**config.mk**
```make
export PLATFORM = sky130hd
export DESIGN_NAME = pulse_period_meter
export DESIGN_NICKNAME = d
export VERILOG_FILES = /design/src/rtl/pulse_period_meter.sv
export SDC_FILE = /design/constraint.sdc
export NUM_CORES = 1
export LEC_CHECK = 0
export BUFFER_PORTS_ARGS = -buffer_cell sky130_fd_sc_hd__buf_4
export CORE_MARGIN = 2
export CORE_UTILIZATION = 35
export CTS_BUF_LIST = sky130_fd_sc_hd__clkbuf_4
export DETAILED_ROUTE_END_ITERATION = 10
export HOLD_SLACK_MARGIN = 0.1
export PLACE_DENSITY = 0.61
export SYNTH_ARGS = -nofsm -noshare
export SYNTH_HDL_FRONTEND = slang
export SYNTH_SLANG_ARGS = --single-unit
```
**constraint.sdc**
```tcl
create_clock -name clock -period 3.87 [get_ports clock]
set_input_delay 0.387 -clock clock [delete_from_list [all_inputs] [get_ports clock]]
set_output_delay 0.387 -clock clock [all_outputs]
set_load 0.01 [all_outputs]
```
**src/rtl/pulse_period_meter.sv**
```systemverilog
// Measures clock cycles between successive rising edges of pulse_in and offers them on a
// valid/ready output. Define PERIOD_METER_MINMAX_EN to track min/max captured periods.
module pulse_period_meter #(
  parameter int unsigned WIDTH = 32
) (
  input  logic             clock,
  input  logic             resetn,
  input  logic             enable,
  input  logic             pulse_in,
  input  logic             period_ready,
  input  logic             clear_flags,
  output logic [WIDTH-1:0] period,
  output logic             period_valid,
  output logic             overflow,
  output logic             missed,
  output logic [WIDTH-1:0] min_period,
  output logic [WIDTH-1:0] max_period
);

  localparam logic [WIDTH-1:0] CountMax = '1;
  localparam logic [WIDTH-1:0] CountOne = WIDTH'(1);

  typedef enum logic [1:0] {
    StIdle,
    StArmed,
    StMeasure
  } state_e;

  state_e           state_q, state_d;
  logic             pulse_d;
  logic             pulse_edge;
  logic             capture;
  logic [WIDTH-1:0] count_q, count_d;
  logic [WIDTH-1:0] period_q, period_d;
  logic             valid_q, valid_d;
  logic             overflow_q, overflow_d;
  logic             missed_q, missed_d;

  assign pulse_edge = pulse_in & ~pulse_d;

  // Edge history is kept in every state so a level already high on arming is not an edge.
  always_ff @(posedge clock or negedge resetn) begin
    if (!resetn) begin
      pulse_d <= 1'b0;
    end else begin
      pulse_d <= pulse_in;
    end
  end

  always_comb begin
    state_d = state_q;
    count_d = count_q;
    capture = 1'b0;
    if (!enable) begin
      state_d = StIdle;
      count_d = '0;
    end else begin
      unique case (state_q)
        StIdle: begin
          state_d = StArmed;
        end
        StArmed: begin
          if (pulse_edge) begin
            state_d = StMeasure;
            count_d = CountOne;
          end
        end
        StMeasure: begin
          if (pulse_edge) begin
            capture = 1'b1;
            count_d = CountOne;
          end else if (count_q != CountMax) begin
            count_d = count_q + CountOne;
          end
        end
        default: begin
          state_d = StIdle;
        end
      endcase
    end
  end

  always_comb begin
    period_d = capture ? count_q : period_q;

    if (!enable) begin
      valid_d = 1'b0;
    end else if (capture) begin
      valid_d = 1'b1;
    end else if (valid_q && period_ready) begin
      valid_d = 1'b0;
    end else begin
      valid_d = valid_q;
    end

    // Set events take precedence over a same-cycle clear.
    if (capture && (count_q == CountMax)) begin
      overflow_d = 1'b1;
    end else if (clear_flags) begin
      overflow_d = 1'b0;
    end else begin
      overflow_d = overflow_q;
    end

    if (capture && valid_q && !period_ready) begin
      missed_d = 1'b1;
    end else if (clear_flags) begin
      missed_d = 1'b0;
    end else begin
      missed_d = missed_q;
    end
  end

  always_ff @(posedge clock or negedge resetn) begin
    if (!resetn) begin
      state_q    <= StIdle;
      count_q    <= '0;
      period_q   <= '0;
      valid_q    <= 1'b0;
      overflow_q <= 1'b0;
      missed_q   <= 1'b0;
    end else begin
      state_q    <= state_d;
      count_q    <= count_d;
      period_q   <= period_d;
      valid_q    <= valid_d;
      overflow_q <= overflow_d;
      missed_q   <= missed_d;
    end
  end

  assign period       = period_q;
  assign period_valid = valid_q;
  assign overflow     = overflow_q;
  assign missed       = missed_q;

`ifdef PERIOD_METER_MINMAX_EN
  logic             reload;
  logic [WIDTH-1:0] min_q, min_d;
  logic [WIDTH-1:0] max_q, max_d;

  // Trackers restart on every new arming and on clear; a same-cycle capture folds in after.
  assign reload = clear_flags || (enable && (state_q == StIdle));

  always_comb begin
    min_d = reload ? CountMax : min_q;
    max_d = reload ? '0 : max_q;
    if (capture) begin
      if (count_q < min_d) begin
        min_d = count_q;
      end
      if (count_q > max_d) begin
        max_d = count_q;
      end
    end
  end

  always_ff @(posedge clock or negedge resetn) begin
    if (!resetn) begin
      min_q <= CountMax;
      max_q <= '0;
    end else begin
      min_q <= min_d;
      max_q <= max_d;
    end
  end

  assign min_period = min_q;
  assign max_period = max_q;
`else
  assign min_period = '0;
  assign max_period = '0;
`endif

endmodule

```
* Yosys cells after proc, flatten, opt, wreduce, memory -nomap -nowiden
Index checks and enable logic that the tools add are counted.
Word-level totals: bits of input ports 6, logic and storage cells 46, bits in registers 70, output and inout port bits 99
Operators by class: $add $sub $neg 1, bitwise logic cells 2, reductions and logical operators 10, equal/unequal tests 9, mux-type cells 17
Operators with widths (number):
- $mux 32 | 4
- $pmux 32 s2 | 1
- $add 32x1->32 const B | 1
- $eq 32x32->1 const B | 1
- $ne 32x32->1 const B | 1
- $mux 1 | 9
- $ne 3x1->1 const B | 2
- $pmux 2 s3 | 1
- $logic_and 1x1->1 | 4
- $mux 2 | 2
- $ne 4x4->1 const B | 1
- $reduce_bool 2->1 | 2
- $ne 3x3->1 const B | 1
- $reduce_and 3->1 | 1
- $eq 2x1->1 const B | 1
- $eq 2x2->1 const B | 1
- $logic_not 2->1 | 1
- $ne 2x2->1 const B | 1
- $reduce_and 2->1 | 1
- $and 1x1->1 | 1
- $logic_not 1->1 | 1
- $not 1->1 | 1

* Longest topological paths before layout
depth in word-level cells 8, mapped depth 9, mapped depth without buffers 6

* Worst setup path after synthesis
OpenSTA, ideal clock, no wires.
path type reg2reg, start register count_q[0], end register count_q[17], library setup time 132 ps, period minus slack after synthesis 2045 ps, arrival 1913 ps, cell stages (with the launch flop) 9, path buffers 2, path slack 1825 ps, data required time 3738 ps, cell sequence dfrtp_1 -> ha_1 -> and2_1 -> nand3_2 -> or4_4 -> buf_6 -> buf_4 -> a32oi_1 -> o31ai_1
On the way: word-level cells in the longest chain between the ends 5, elaborated cells between the ends (all ways) 8, those cells by class 1 x add/sub; 2 x eq/ne; 4 x mux; 1 x reduce/logical
Ends and longest elaborated chain:
- start: declaration | line 33 | logic [WIDTH-1:0] count_q, count_d;
- start signal: assignment | line 124 | count_q <= count_d;
- $add 32x1->32 | line 73 | count_d = count_q + CountOne;
- $mux 32 | line 72 | end else if (count_q != CountMax) begin
- $mux 32 | line 69 | if (pulse_edge) begin
- $pmux 32 s2 | line 58 | unique case (state_q)
- $mux 32 | line 54 | if (!enable) begin
Parallel ways exist; a longest one is shown, timed or not. The select of a mux whose other input is x is not followed. A chain may end at the register's enable or synchronous reset.

* Worst setup path in the final report
start register count_q[0], end register count_q[0]
Same word-level chain as after synthesis.

==> reports/qor.tcl <==
set qor(result_of_the_run) {completed}
set qor(synth-edff-count) 0
set qor(p_sw_uw) 357
set qor(worst-path-buf-inv) 0
set qor(largest_net_degree_at_the_start_of_global_routing) 71
set qor(drtIter0Drc) 242
set qor(grt_setup_unrepaired) {no}
set qor(timing.critical_path.slowest_stage_cell) {nor4_4}
set qor(finClkSkew_ns) 0.0116
set qor(power.ir.vdd_worst_uv) 178
set qor(synth_common_cells) {dfrtp_1, buf_4, nand2_1, o21ai_0, mux2_2}
set qor(grt_pass1_wl_um) 14300
set qor(power_frac_seq) 0.546
set qor(p_int_mw) 1.02
set qor(clk_transition_reported_paths_ns) 0.12
set qor(synth_fa_ha_area_frac) 0.00313
set qor(worst_pin_slew_ns) 1.11
set qor(die_area_mm2) 0.0123
set qor(ant_nets) 0
set qor(worst_slew_margin) 0.261
set qor(hold_path_class) {input pin to async pin}
set qor(hpwlAfterDp_um) 5770
set qor(cts.repair_timing.setup_buffer_count) 0
set qor(synthTopCellsByArea) {dfrtp_1, buf_4, mux2_2}
set qor(port_buffers) 40
set qor(crit_path_start) {count_q[0]}
set qor(synth-seq-area-share) 0.438
set qor(p_leak_nw) 1.96
set qor(die-height_um) 111
set qor(drt_first_pass_iters) 5
set qor(arrival_ns) 2.82
set qor(timing.setup.tns_ns) 0
set qor(ctsLongestPathBuffers) 2
set qor(power-per-cell-area_mw_per_mm2) 322
set qor(clock-root-buffer) {clkbuf_4}
set qor(worst-path-max-fanout) 19
set qor(rr_startpoint) {count_q[0]}
set qor(muxShareOfSynthArea) 0.0620
set qor(cp_cell_sequence) {ha_1, and2_1, nand3_2, nor4_4, a21oi_1, o221a_2}
set qor(htree_num_levels) 3
set qor(worst-endpoint-required_ns) 4.19
set qor(summed_instance_area_of_the_synthesized_netlist_mm2) 0.00400
set qor(rows) 39
set qor(grt_util_all_layers) 0.143
set qor(synth_ff_type) {dfrtp_1}
set qor(die_w_um) 111
set qor(power.share.clock) 0.383
set qor(final.min_clock_period_ns) 2.50
set qor(worstSkewPairLatency_ns) 0.42
set qor(worst_slack_ns) 1.37
set qor(yosys.area.top_type) {dfrtp_1}
set qor(report.final.slew_viol_count) 0
set qor(worst_path_largest_cell_delay_ns) 0.79
set qor(timing_hold_violations_final) 0
set qor(gp_congestion) 0.884
set qor(clock-sinks) 70
set qor(top_level_ports) 105
set qor(vias_after_detailed_routing) 3033
set qor(worst_path_dominant_cell_family) {simple AND/OR/NAND/NOR gates}
set qor(post-route-period-util) 0.647
set qor(vias_per_cell) 5.21
set qor(critPathLaunchType) {register}
set qor(timing.critical_path.to_type) {register}
set qor(start_util) 0.355
set qor(number_of_antenna_violations_at_the_first_check_in_global_routing) 0
set qor(floorplan.core_area_mm2) 0.0113
set qor(finalSetupViolations) 0
set qor(antenna_cells) 0
set qor(type_of_the_worst_setup_path) {register to register}
set qor(synth-compound-area-share) 0.163
set qor(routed_wire_length_per_instance_um) 15.1
set qor(grt_pass1_vias) 2793
set qor(drt-total-wl_um) 8790
set qor(grt_overflow) 0
set qor(combinational_family_with_the_most_area_after_synthesis) {simple AND/OR/NAND/NOR gates}
set qor(synth-async-reset-ratio) 1.00
set qor(cts_tree) {yes}
set qor(ratio_of_cells_with_drive_above_1_in_the_final_layout) 0.210
set qor(synth_seq_cells) 70
set qor(maxCapViolations) 0
set qor(yosysUniqueCellTypes) 59
set qor(tritoncts.num_buffers) 9
set qor(power_mw) 1.38
set qor(yosysWarnings) 0
set qor(post_synth.cell_area_avg_um2) 9.87
set qor(fmax_mhz) 399
set qor(route.detailed.drc) 0
set qor(detailedPlace.worstSlack_ns) 1.42
set qor(num-nets-final) 441
set qor(simple_gate_share_of_the_synthesized_area) 0.171
set qor(synthXorXnorAreaFrac) 0
set qor(yosysMostFrequentCell) {dfrtp_1}
set qor(switching_share) 0.259
set qor(area_delta_synth_final_pct) 7.42
set qor(netlist_instances) 405
set qor(portion_of_total_power_attributed_to_combinational_logic) 0.070
set qor(post_synth_top_area_share) 0.438
[sequential cells by signal (all words and copies together), names as in the netlist]
| register | flops |
|---|---|
| count_q | 32 |
| missed | 1 |
| overflow | 1 |
| period | 32 |
| period_valid | 1 |
| pulse_d | 1 |
| state_q | 2 |
[kinds of logic after synthesis]
| family | count (synthesis) |
|---|---|
| muxes | 22 |
| other | 1 |
| buffers and inverters | 100 |
| DFF | 70 |
| adders and majority gates | 1 |
| AOI/OAI and AO/OA | 94 |
| and+or+nand+nor | 117 |
[power groups by stage]
stage | clock [mW] | combinational, mW | sequential, mW
after floorplan | 0 | 0.108 | 0.768
after global placement | 0 | 0.0960 | 0.769
after detailed placement | 0 | 0.0970 | 0.769
after CTS | 0.547 | 0.0984 | 0.755
after global routing | 0.576 | 0.110 | 0.757
final | 0.530 | 0.0968 | 0.755
[stage by stage]
step                      cell area (um2)  std cells  hold WS [ns]  utilization
after global placement               4130        565         0.464        0.366
after CTS                            4290        582         0.104        0.381
after floorplan                      4230        468        0.0914            -
after global routing                 4290        582         0.115        0.381
final                                4290        582        0.0659        0.381
after detailed placement             4130        565         0.473        0.366
[placed cells by master (no fill, tap or decap), types with 9 or more instances in the layout]
master	instances
conb_1	64
a31oi_1	19
and3_1	9
nand3_1	16
inv_1	13
nand2_1	33
nand4_1	11
mux2_2	22
clkbuf_4	9
buf_4	41
dfrtp_1	70
o21ai_0	24
[worst reg2reg max path: stages (launching register included)]
cell	delay (ns)
dfrtp_1	0.44
ha_1	0.23
and2_1	0.25
nand3_2	0.23
nor4_4	0.80
a21oi_1	0.17
o221a_2	0.29
[worst paths after layout]
check,depth (start not counted),end,slack [ns]
max,6,count_q[0],1.37
min,1,period[1],0.07
max reg2reg,6,count_q[0],1.37
min reg2reg,2,period[16],0.49
max in group asynchronous,1,count_q[9],3.20
min in group clock,2,missed,0.13
[routing by layer]
layer,track usage,share of wire,vias to the layer above
li1,-,-,1430
met1,0.195,0.47,1485
met2,0.220,0.46,108
met3,0.0355,0.058,10
met4,0.0525,0.010,0
met5,0,0,-
[cell type report]
type | count | area [um2]
tap | 143 | 179
multi-input combinational | 298 | 1840
inverter | 13 | 48.8
fill | 1125 | 6980
sequential | 70 | 1750
clock buffer | 9 | 67.6
timing repair buffer | 42 | 318
clock inverter | 7 | 88.8
[repair_timing]
item / in CTS / in global routing
resized for setup: 0 / 0
endpoints found under the hold margin: 1 / 0
hold buffers: 1 / 0
Power figures use the tool's default switching activity.
